## config.mk

```make
export PLATFORM = sky130hd
export DESIGN_NAME = oam_dma_arbiter
export DESIGN_NICKNAME = d
export VERILOG_FILES = /design/src/rtl/ie_defs_pkg.sv /design/src/rtl/oam_dma_arbiter.sv
export SDC_FILE = /design/constraint.sdc
export NUM_CORES = 1
export LEC_CHECK = 0
export CORE_ASPECT_RATIO = 0.8
export CORE_MARGIN = 1
export CORE_UTILIZATION = 46
export DETAILED_ROUTE_END_ITERATION = 8
export HOLD_SLACK_MARGIN = 0.03
export PLACE_DENSITY = 0.86
export SLEW_MARGIN = 30
export SYNTH_ARGS = -nofsm -noshare
export SYNTH_HDL_FRONTEND = slang
export SYNTH_SLANG_ARGS = --single-unit
```

## constraint.sdc

```tcl
create_clock -name clk -period 3.9 [get_ports clk]
set_input_delay 0.78 -clock clk [delete_from_list [all_inputs] [get_ports clk]]
set_output_delay 0.78 -clock clk [all_outputs]
set_load 0.01 [all_outputs]
```

## src/rtl/ie_defs_pkg.sv

```systemverilog
// Shared types and defaults for the OAM sprite-DMA arbiter.
package ie_defs;

  // DMA sequencer states; IDLE leaves the RAM port with the CPU
  typedef enum logic [2:0] {
    DMA_IDLE,
    DMA_DUMMY,
    DMA_ALIGN,
    DMA_READ,
    DMA_WRITE
  } dma_state_t;

  localparam logic [15:0] DMA_REG_ADDR_DEF = 16'h4014;
  localparam int unsigned OAM_BYTES_DEF    = 256;

endpackage

```

## src/rtl/oam_dma_arbiter.sv

```systemverilog
// oam_dma_arbiter: shares the CPU-side RAM port between cpu_6502 and the
// OAM sprite-DMA engine. A CPU write to DMA_REG_ADDR latches a source page,
// halts the CPU and copies OAM_BYTES bytes {page,idx} from RAM into OAM.
//
// Ports
//   clk, rst       clock, asynchronous active-high reset
//   cpu_*          CPU bus request (addr, write data, write/read strobes)
//   halt           CPU stall request, high whenever the DMA owns the bus
//   dma_busy       high in every non-IDLE state
//   mem_*          muxed RAM port; mem_data_rd is one cycle after address
//   oam_*          OAM write port, one oam_we pulse per byte
module oam_dma_arbiter
  import ie_defs::*;
#(
  parameter logic [15:0] DMA_REG_ADDR = DMA_REG_ADDR_DEF,
  parameter int unsigned OAM_BYTES    = OAM_BYTES_DEF
) (
  input  logic        clk,
  input  logic        rst,
  input  logic [15:0] cpu_mem_addr,
  input  logic [7:0]  cpu_data_out,
  input  logic        cpu_write_en,
  input  logic        cpu_read_en,
  output logic        halt,
  output logic        dma_busy,
  output logic [15:0] mem_addr,
  output logic [7:0]  mem_data_wr,
  output logic        mem_write_en,
  input  logic [7:0]  mem_data_rd,
  output logic [7:0]  oam_addr,
  output logic [7:0]  oam_data,
  output logic        oam_we
);

  localparam int unsigned IDX_W = $clog2(OAM_BYTES);
  localparam logic [IDX_W-1:0] IDX_LAST = IDX_W'(OAM_BYTES - 1);

  dma_state_t       state_q, state_d;
  logic [7:0]       page_q, page_d;
  logic [IDX_W-1:0] idx_q, idx_d;
  logic             cyc_odd_q;
  logic             oam_we_d;
  logic [7:0]       oam_addr_d, oam_data_d;
  logic [15:0]      dma_addr;

  // Read strobe is only observed by bus monitors upstream; it never steers the DMA.
  logic unused_read;
  assign unused_read = cpu_read_en;

  // Source address; page is fixed for the whole transfer, idx never carries into it.
  assign dma_addr = 16'({page_q, idx_q});

  assign halt     = (state_q != DMA_IDLE);
  assign dma_busy = (state_q != DMA_IDLE);

  // State and datapath registers
  always_ff @(posedge clk or posedge rst) begin
    if (rst) begin
      state_q   <= DMA_IDLE;
      page_q    <= 8'h00;
      idx_q     <= '0;
      cyc_odd_q <= 1'b0;
      oam_we    <= 1'b0;
      oam_addr  <= 8'h00;
      oam_data  <= 8'h00;
    end else begin
      state_q   <= state_d;
      page_q    <= page_d;
      idx_q     <= idx_d;
      cyc_odd_q <= ~cyc_odd_q;
      oam_we    <= oam_we_d;
      oam_addr  <= oam_addr_d;
      oam_data  <= oam_data_d;
    end
  end

  // Next-state and OAM write sequencing
  always_comb begin
    state_d    = state_q;
    page_d     = page_q;
    idx_d      = idx_q;
    oam_we_d   = 1'b0;
    oam_addr_d = oam_addr;
    oam_data_d = oam_data;
    unique case (state_q)
      DMA_IDLE: begin
        if (cpu_write_en && (cpu_mem_addr == DMA_REG_ADDR)) begin
          page_d  = cpu_data_out;
          idx_d   = '0;
          state_d = DMA_DUMMY;
        end
      end
      // Extra ALIGN cycle only when the next cycle would be odd, so READ lands on even.
      DMA_DUMMY: state_d = cyc_odd_q ? DMA_READ : DMA_ALIGN;
      DMA_ALIGN: state_d = DMA_READ;
      DMA_READ:  state_d = DMA_WRITE;
      DMA_WRITE: begin
        oam_we_d   = 1'b1;
        oam_addr_d = 8'(idx_q);
        oam_data_d = mem_data_rd;
        if (idx_q == IDX_LAST) begin
          state_d = DMA_IDLE;
        end else begin
          idx_d   = idx_q + IDX_W'(1);
          state_d = DMA_READ;
        end
      end
      default: state_d = DMA_IDLE;
    endcase
  end

  // RAM port mux: CPU owns it in IDLE, DMA drives a read-only address otherwise.
  always_comb begin
    mem_addr     = dma_addr;
    mem_data_wr  = 8'h00;
    mem_write_en = 1'b0;
    if (state_q == DMA_IDLE) begin
      mem_addr     = cpu_mem_addr;
      mem_data_wr  = cpu_data_out;
      mem_write_en = cpu_write_en;
    end
  end

endmodule

```

==> flow_metrics.py <==
metrics = {
    "sta": {
        "min_period_ps": 2914,
        "rsz0062_at_grt": "no",
        "setup_viol": 0,
        "report.final.hold_viol_count": 0,
        "final.setup_skew_ps": 4.123,
        "max_freq_mhz": 343.2,
        "min_period_over_period_pct": 74.71,
        "worst_pin_slew_ps": 686.9,
        "holdWs_ps": 434.0,
        "relSlewSlack_pct": 54.16,
        "report.final.slew_viol_count": 0,
        "tns_ps": 0,
    },
    "place": {
        "dp_hpwl_um": 3705,
        "dp.cells": 346,
        "portBuffers": 78,
        "place.gp.congestion": 0.8549,
        "placed_area_mm2": 0.002716,
    },
    "layout": {
        "synthToLayoutAreaGrowth_pct": 48.05,
        "n_antenna_cell": 0,
        "finalInstanceArea_mm2": 0.002803,
        "nets": 335,
        "finalNonFillerCells": 353,
        "final_layout_size_suffix_gt1_share_pct": 7.383,
        "fillCellCount": 316,
    },
    "route": {
        "vias": 1783,
        "drt_iter0_drc": 92,
        "avgRoutedWirePerCell_um": 14.01,
        "antenna_left": 0,
        "drtPass1Iterations": 4,
        "wirelength_um": 4945,
        "viasPerCell": 5.051,
        "drc_errors": 0,
    },
    "logic_synthesis": {
        "synthCells": 220,
        "synthesis.nets": 257,
        "synth_area_mm2": 0.001893,
        "synth_area_leaders": "dfrtp_1 (49%), nand2_1 (16%), mux2_2 (4.8%)",
        "synthDistinctLibCells": 33,
        "synth_most_common_cell": "nand2_1",
        "ys_seq_area_share_pct": 48.91,
        "synthFlopType": "dfrtp_1",
        "synth_top_area_share_pct": 48.91,
        "synth-seq-cells": 37,
        "avgSynthCellArea_um2": 8.605,
        "yosysTopAreaCell": "dfrtp_1",
        "synthTopCellsByCount": "nand2_1 (80), dfrtp_1 (37), o21ai_0 (15), and2_1 (11), nor2_1 (10)",
        "synth_warnings": 0,
        "async_flop_share_pct": 100.0,
        "synth-edff-count": 0,
    },
    "setup_path": {
        "cp_max_fo": 31,
        "start_kind": "register",
        "critPathRequiredTime_ps": 3120,
        "critPathKind": "register to primary output",
        "startpoint": "state_q[0]",
        "reg2reg_from": "state_q[2]",
        "critPathCaptureType": "primary output",
        "crit_arrival_ps": 2130,
    },
    "pwr": {
        "p_leak_uw": 0.001311,
        "finalPower_uw": 2226,
        "power_density_mw_per_mm2": 794.4,
        "vdd_drop_max_v": 0.0005172,
    },
    "run_status": {
        "status": "completed",
    },
    "floorplanning": {
        "rows": 20,
        "die_y_um": 59.38,
        "initial_core_util_pct": 48.81,
        "dieArea_mm2": 0.004378,
        "die_w_um": 73.73,
        "core_area_mm2": 0.003879,
        "ios": 80,
    },
    "global_route": {
        "track_usage_pct": 25.11,
        "grt_pass1_wl_um": 8073,
        "gr-total-overflow": 0,
        "grt_pass1_vias": 1671,
        "met3_usage_pct": 5.102,
        "gr-usage-met2_pct": 39.45,
        "grtUsageMet1_pct": 33.52,
        "busiest_layer": "met2",
        "grt_max_degree": 32,
        "antenna_found_initial": 0,
    },
    "hold_path": {
        "hp-start": "cyc_odd_q",
        "holdCritPathClass": "register to register",
    },
    "clocking": {
        "cts_tree": "built",
        "clock_path_buffers": 2,
        "cts_resized": 0,
        "clk_pin_slew_ps": 70,
        "cts_hold_buffers": 0,
        "cts-root-buf": "clkbuf_8",
        "cts_buffers": 5,
        "htree_num_levels": 2,
        "clk_latency_ps": 290,
        "cts_sinks": 37,
        "cts_setup_buffers": 0,
    },
    "flow_run": {
        "drv_cap": 0,
    },
}
registers in the layout, summed over array words and instances (netlist names):
signal and cells:
cyc_odd_q 1, state_q 3, oam_data 8, oam_we 1, oam_addr 8, page_q 8, idx_q 8
kinds of logic after synthesis:
kind of cell             Yosys count  share of synthesized area [%]
XOR/XNOR                           4                          1.850
buffers and inverters             18                          4.296
flip-flops                        37                          48.91
adder cells (fa/ha/maj)            1                         0.6608
AND/OR/NAND/NOR                  123                          29.81
multiplexers                      11                          6.345
AO/OA/AOI/OAI                     26                          8.130
layout by cell type (no fill, tap or decap), drive strengths merged, types with 2 or more instances in the layout:
cell type      synthesis  routed
nor2b                  2       2
inv                    8       8
nor3                   4       4
clkdlybuf4s50          0      78
mux2                   8       8
and2                  11      11
a21o                   2       2
o22ai                  5       5
clkbuf                 6       7
xnor2                  4       4
nand3                  5       5
nand4                  4       4
nor2                  10      10
nor4b                  3       3
dfrtp                 37      37
nand2                 80      80
mux2i                  3       3
buf                    3       2
o21ai                 15      15
worst max-delay path, cell delays in order, from the launching register on:
cell and delay, ps:
dfrtp_1 460, nor3_2 190, buf_4 290, inv_2 200, nand2_1 160, nand2_1 60, clkdlybuf4s50_1 470
stage by stage:
stage          setup WS (ps)  util, %
5_1_grt                858.9    72.26
2_1_floorplan           1644        -
4_1_cts                983.1    72.26
3_3_place_gp            1053    70.03
3_5_place_dp            1030    70.03
6_report               986.2    72.26
final timing paths:
check | to | cells past startpoint | slack, ps
max in group asynchronous | oam_addr[2] | 3 | 2290
worst max register to register | idx_q[3] | 5 | 1610
worst min register to register | cyc_odd_q | 1 | 430
worst min-delay path | cyc_odd_q | 1 | 430
min in group asynchronous | oam_addr[6] | 2 | 900
worst max-delay path | mem_addr[15] | 6 | 990
routing by layer:
| layer | up-vias | share of wire [%] |
|---|---|---|
| met5 | - | 0 |
| met4 | 0 | 2.1 |
| met3 | 11 | 3.5 |
| met2 | 36 | 49 |
| met1 | 856 | 45 |
| li1 | 880 | - |
power by group:
| group | internal, µW | switching (µW) |
|---|---|---|
| combinational | 682 | 641 |
| clock | 140 | 127 |
| sequential | 520 | 116 |
cell type report:
cell class              count  area (µm²)  share of cell area (%)
inverters                   9       35.03                   1.250
clock buffers               7       86.33                   3.080
well taps                  55       68.82                   2.455
repair buffers             80       795.8                   28.39
multi-input cells         165       890.9                   31.79
flip-flops and latches     37       925.9                   33.04
(Power assumes the default switching activity.)
